[config.mk]
export PLATFORM = sky130hd
export DESIGN_NAME = instruction_fetch_controller
export DESIGN_NICKNAME = d
export VERILOG_FILES = /design/src/rtl/instruction_fetch_controller.sv
export SDC_FILE = /design/constraint.sdc
export NUM_CORES = 1
export LEC_CHECK = 0
export ABC_AREA = 1
export ABC_CLOCK_PERIOD_IN_PS = 10100
export CAP_MARGIN = 15
export CORE_ASPECT_RATIO = 0.9
export CORE_MARGIN = 5
export CORE_UTILIZATION = 55
export CTS_BUF_LIST = sky130_fd_sc_hd__clkbuf_8
export DETAILED_ROUTE_END_ITERATION = 12
export GPL_ROUTABILITY_DRIVEN = 0
export PLACE_DENSITY = 0.88
export REMOVE_ABC_BUFFERS = 1
export SYNTH_ARGS = -nofsm -noshare
export SYNTH_HDL_FRONTEND = slang
export SYNTH_SLANG_ARGS = --single-unit
[constraint.sdc]
create_clock -name Clk -period 10.1 [get_ports Clk]
set_input_delay 2.02 -clock Clk [delete_from_list [all_inputs] [get_ports Clk]]
set_output_delay 2.02 -clock Clk [all_outputs]
set_load 0.1 [all_outputs]
[src/rtl/instruction_fetch_controller.sv]
// Instruction fetch sequencer: drives the fetch PC to a combinational instruction
// memory and buffers {PC, instruction} pairs in an in-order queue for decode.
module instruction_fetch_controller #(
  parameter logic [31:0] RESET_PC = 32'h0000_0000,
  parameter int          DEPTH    = 2
) (
  input  logic                      Clk,
  input  logic                      Rst,
  input  logic                      Enable,
  input  logic                      Redirect,
  input  logic [31:0]               RedirectTarget,
  output logic [31:0]               IM_Address,
  input  logic [31:0]               IM_Instruction,
  output logic                      Out_Valid,
  input  logic                      Out_Ready,
  output logic [31:0]               Out_Instruction,
  output logic [31:0]               Out_PC,
  output logic [31:0]               Out_PCPlus4,
  output logic [$clog2(DEPTH):0]    QueueCount
);

  localparam int           AW       = $clog2(DEPTH);
  localparam logic [AW:0]  FULL_CNT = (AW+1)'(DEPTH);

  typedef struct packed {
    logic [31:0] pc;
    logic [31:0] instr;
  } entry_t;

  entry_t        q [DEPTH];
  entry_t        head;
  logic [AW-1:0] rptr, wptr;
  logic [AW:0]   count;
  logic [31:0]   fetch_pc;
  logic          pop, push, full;

  assign full      = (count == FULL_CNT);
  assign Out_Valid = (count != '0);
  assign pop       = Out_Valid && Out_Ready;
  // A pop in the same cycle frees the head slot, so a full queue still streams.
  assign push      = Enable && !Redirect && (!full || pop);

  assign IM_Address = fetch_pc;
  assign QueueCount = count;

  // Head fields read as zero while empty so stale storage never leaks out.
  assign head            = q[rptr];
  assign Out_PC          = Out_Valid ? head.pc          : 32'h0;
  assign Out_Instruction = Out_Valid ? head.instr       : 32'h0;
  assign Out_PCPlus4     = Out_Valid ? head.pc + 32'd4  : 32'h0;

  always_ff @(posedge Clk or posedge Rst) begin
    if (Rst) begin
      fetch_pc <= RESET_PC;
      rptr     <= '0;
      wptr     <= '0;
      count    <= '0;
    end else if (Redirect) begin
      fetch_pc <= {RedirectTarget[31:2], 2'b00};
      rptr     <= '0;
      wptr     <= '0;
      count    <= '0;
    end else begin
      if (push) begin
        wptr     <= wptr + AW'(1);
        fetch_pc <= fetch_pc + 32'd4;
      end
      if (pop) rptr <= rptr + AW'(1);
      case ({push, pop})
        2'b10:   count <= count + (AW+1)'(1);
        2'b01:   count <= count - (AW+1)'(1);
        default: count <= count;
      endcase
    end
  end

  // Storage needs no reset: outputs are gated by Out_Valid.
  always_ff @(posedge Clk) begin
    if (push) q[wptr] <= '{pc: fetch_pc, instr: IM_Instruction};
  end

endmodule

-- Word-level counts from Yosys, hierarchy flattened
Memories as Yosys holds them, arrays and structs flattened.
Index checks and enable logic that the tools add are counted.
- logic and storage cells: 37
- input bits: 69
- bits in writable memories: 128
- memories: 1
- register bits: 36
- output and inout port bits: 131
- memories (name ; depth ; bits a word ; rd ports ; clocked after Yosys merged registers in ; write ports ; line ; source):
    q ; 2 ; 64 ; 1 ; 0 ; 1 ; 30 ; entry_t q [DEPTH];
- reduce and logical (&&, ||, !) cells: 10
- muxes and demuxes: 13
- equal/unequal tests: 3
- $add $sub $neg: 6
- operator list (cell ; count):
    $mux 32 ; 5
    $add 32x3->32 const B ; 2
    $mux 1 ; 6
    $reduce_bool 2->1 ; 3
    $eq 2x2->1 const B ; 2
    $pmux 2 s2 ; 1
    $logic_and 1x1->1 ; 3
    $reduce_bool 3->1 ; 1
    $add 1x1->1 const B ; 2
    $add 2x1->2 const B ; 1
    $eq 2x1->1 const B ; 1
    $logic_not 1->1 ; 2
    $mux 2 ; 1
    $sub 2x1->2 const B ; 1
    $logic_or 1x1->1 ; 1

-- Logic depth before layout (Yosys ltp)
- depth after elaboration: 7
- mapped depth: 14
- gate-level depth less buffers: 14

-- Worst setup path after synthesis
Ideal clock, no wire load.
- path kind: reg2out
- start point: register count[0], in the netlist QueueCount[0]
- end point: output port Out_PCPlus4[8]
- required time: 8.080 ns
- cell stages (with the launch flop): 6
- slack: 3.499 ns
- path buffers: 1
- arrival time: 4.581 ns
- cells stage by stage: dfrtp_1 > nor2_1 > buf_2 > a21oi_1 > a21oi_1 > a21oi_1
- longest elaborated chain between the ends: 2
- RTL lines (what ; line ; source):
    from (decl) ; 33 ; logic [AW:0] count;
    from (signal assigned) ; 70 ; 2'b10: count <= count + (AW+1)'(1);
    from (signal assigned) ; 71 ; 2'b01: count <= count - (AW+1)'(1);
    from (signal assigned) ; 72 ; default: count <= count;
    $reduce_bool 2->1 ; 38 ; assign Out_Valid = (count != '0);
    $mux 32 ; 50 ; assign Out_PCPlus4 = Out_Valid ? head.pc + 32'd4 : 32'h0;
    to (decl) ; 18 ; output logic [31:0] Out_PCPlus4,
Every way passes these cells.

-- Worst setup path in the final report
- start point: register rptr
- end point: output port Out_PCPlus4[14]
- longest elaborated chain between the ends: 3
- RTL lines (what ; line ; source):
    from (decl) ; 32 ; logic [AW-1:0] rptr, wptr;
    from (signal assigned) ; 68 ; if (pop) rptr <= rptr + AW'(1);
    $mem_v2 2x64 ; n/a ;
    $add 32x3->32 ; 50 ;
    $mux 32 ; 50 ;
Every way passes these cells.

==> impl_metrics.yaml <==
outcome:
  outcome: "finished clean"
global_routing:
  grt_usage_pct: 25.8
  grt_overflow: 0
  grt_pass1_vias: 6785
  grt_max_degree: 66
  antenna_found_initial: 0
  grt_pass1_wl_mm: 34.9
yosys:
  yosys.area.top_type: "edfxtp_1"
  synth-seq-area-share_pct: 56.6
  postSynthCellCount: 955
  yosysUniqueCellTypes: 34
  ys_warn_count: 0
  synth_area_um2: 8080
  syn_avg_cell_area_um2: 8.46
  ys_top_cells_by_area: "edfxtp_1, nand2_1, dfrtp_1"
  synth_top_cell_area_share_pct: 46.1
  synth-seq-cells: 158
power_and_ir_drop:
  p_comb_share_pct: 62.6
  vdd_drop_max_uv: 225
  leakagePower_nw: 4.18
  swShare_pct: 58.5
  power.internal_mw: 1.43
  power_per_cell_area_nw_per_um2: 327
  switching_power_mw: 2.01
  pwr-share-seq_pct: 23.9
  pwr-share-clk_pct: 13.5
clock_tree:
  hold_buffers: 0
  cts_root_buffer: "clkbuf_8"
  clock-sinks: 158
  cts_resized: 0
  clkTransAtPathRegs_ns: 0.08
  cts.path.max_buffers: 2
  cts_inserted_buffers: 17
  h-tree-depth: 4
  clk_latency_ns: 0.45
  cts_tree: "built"
  cts_setup_buffers: 0
sta:
  period_share_pct: 61.1
  hold_violations: 0
  tns_ns: 0
  finalSetupViolCount: 0
  tightestPinTransition_ns: 1.06
  slew_viol_final: 0
  relSlewSlack_pct: 29.2
  fin_crit_ns: 6.17
  rsz0062_at_grt: "no"
  max_freq_mhz: 162
  finClkSkew_ns: 0.00939
layout:
  drive_gt1_share_pct: 5.82
  nNetsFinal: 1213
  mostFrequentLayoutCell: "nand2_1"
  diodes: 0
  area_delta_synth_final_pct: 30.2
  final_area_um2: 10500
  final_cell_mix: "nand2_1, clkdlybuf4s50_1, edfxtp_1"
floorplan:
  dieArea_um2: 17200
  num_rows: 42
  die_w_um: 138
  core-area_um2: 14600
  pin_count: 200
  start_util_pct: 55.5
  die_height_um: 125
detailed_routing:
  drcViolationCount: 0
  wire_per_inst_um: 16.3
  wl_mm: 22.0
  viasPerCell: 5.35
  drt_iter0_drc: 836
  dr.pass1.iters: 6
  vias: 7226
  drtAntennaViolNets: 0
critical_path:
  cp-start-kind: "flip-flop"
  arrival_ns: 4.15
  required_ns: 8.08
  end_kind: "primary output"
  critical_path_class: "reg -> out"
  path_max_fanout: 65
placed_design:
  place_hpwl_mm: 15.4
  dpl-instance-area_um2: 10100
  numPortBuffers: 191
hold_path:
  hp-class: "reg -> reg"
flow_run:
  drv_cap: 0
==> cell usage after synthesis (all sizes together) <==
master / number
a31oi: 3
o21bai: 9
nand3: 44
clkinv: 3
buf: 19
or2: 1
ha: 2
nand4: 6
nand2: 372
xor2: 12
clkbuf: 16
and3: 1
xnor2: 2
o211ai: 8
edfxtp: 124
conb: 1
nor3b: 2
dfrtp: 34
or3: 2
a21oi: 51
inv: 76
nor2: 123
nand3b: 3
nor3: 9
o21ai: 32
==> final timing paths <==
check,from,end,slack (ns),cells after the start
worst min-delay path,IM_Address[31]$_DFFE_PP0P_,q[0][63]$_DFFE_PP_,0.59,0
worst min register to register,IM_Address[31]$_DFFE_PP0P_,q[0][63]$_DFFE_PP_,0.59,0
worst max register to register,QueueCount[0]$_DFFE_PP0P_,q[0][52]$_DFFE_PP_,7.37,7
worst max-delay path,rptr$_DFFE_PP0P_,Out_PCPlus4[14],3.93,12
max in group asynchronous,Rst,rptr$_DFFE_PP0P_,7.80,3
min in group asynchronous,Rst,IM_Address[2]$_DFFE_PP0P_,1.96,3
==> cells by family after synthesis <==
family,Yosys count,synth area share (%)
compound gates,103,6.95
xor+xnor,14,1.52
fa+ha+maj,2,0.310
buf+inv,114,6.15
flops,158,56.6
other cells,1,0.0464
simple gates,563,28.4
==> stage by stage <==
| stage | utilization, % | total power [mW] | setup WS, ns | hold slack [ns] | cells |
|---|---|---|---|---|---|
| after floorplan | - | 2.47 | 1.72 | 0.524 | 925 |
| after global placement | 69.6 | 2.96 | 4.46 | 0.543 | 1321 |
| after detailed placement | 69.6 | 2.98 | 4.45 | 0.559 | 1321 |
| after CTS | 72.3 | 3.44 | 3.95 | 0.579 | 1350 |
| after global routing | 72.3 | 3.56 | 3.53 | 0.616 | 1350 |
| final | 72.3 | 3.44 | 3.93 | 0.586 | 1350 |
==> sequential cells by signal (all words and copies together) (netlist names) <==
register and count:
rptr 1, QueueCount 2, wptr 1, q 124, IM_Address 30
==> area by class of cell <==
type,instances,area (um2)
multi-input combinational,688,3050
clock inverter,12,149
tap,198,248
fill,1074,4040
inverter,79,297
clock buffer,17,234
timing repair buffer,198,1960
sequential,158,4580
==> per-layer routing <==
layer	share of wire [%]	up-vias	wire length [um]	track usage [%]
met5	0	-	0	0
met4	3.2	0	713	10.6
met3	8.8	60	1930	4.58
met2	49	389	10800	42.2
met1	39	3312	8620	34.2
li1	-	3465	-	-
==> worst max-delay path, stage by stage, from the launching register on <==
cell             delay [ns]
dfrtp_2                0.37
buf_4                  0.56
o21ai_0                0.35
inv_1                  0.18
ha_1                   0.19
nand2_1                0.11
inv_1                  0.10
nand2_1                0.09
nor2_2                 0.18
nand2_1                0.09
nand2_1                0.06
nor3b_1                0.19
clkdlybuf4s50_1        1.17
==> power by group through the flow <==
stage,Combinational (mW),Sequential [mW],Clock (mW)
floorplan,1.49,0.974,0
global placement,2.13,0.828,0
detailed placement,2.15,0.832,0
CTS,2.15,0.819,0.468
global route,2.24,0.828,0.493
finish,2.15,0.822,0.463
Power figures use the tool's default switching activity.
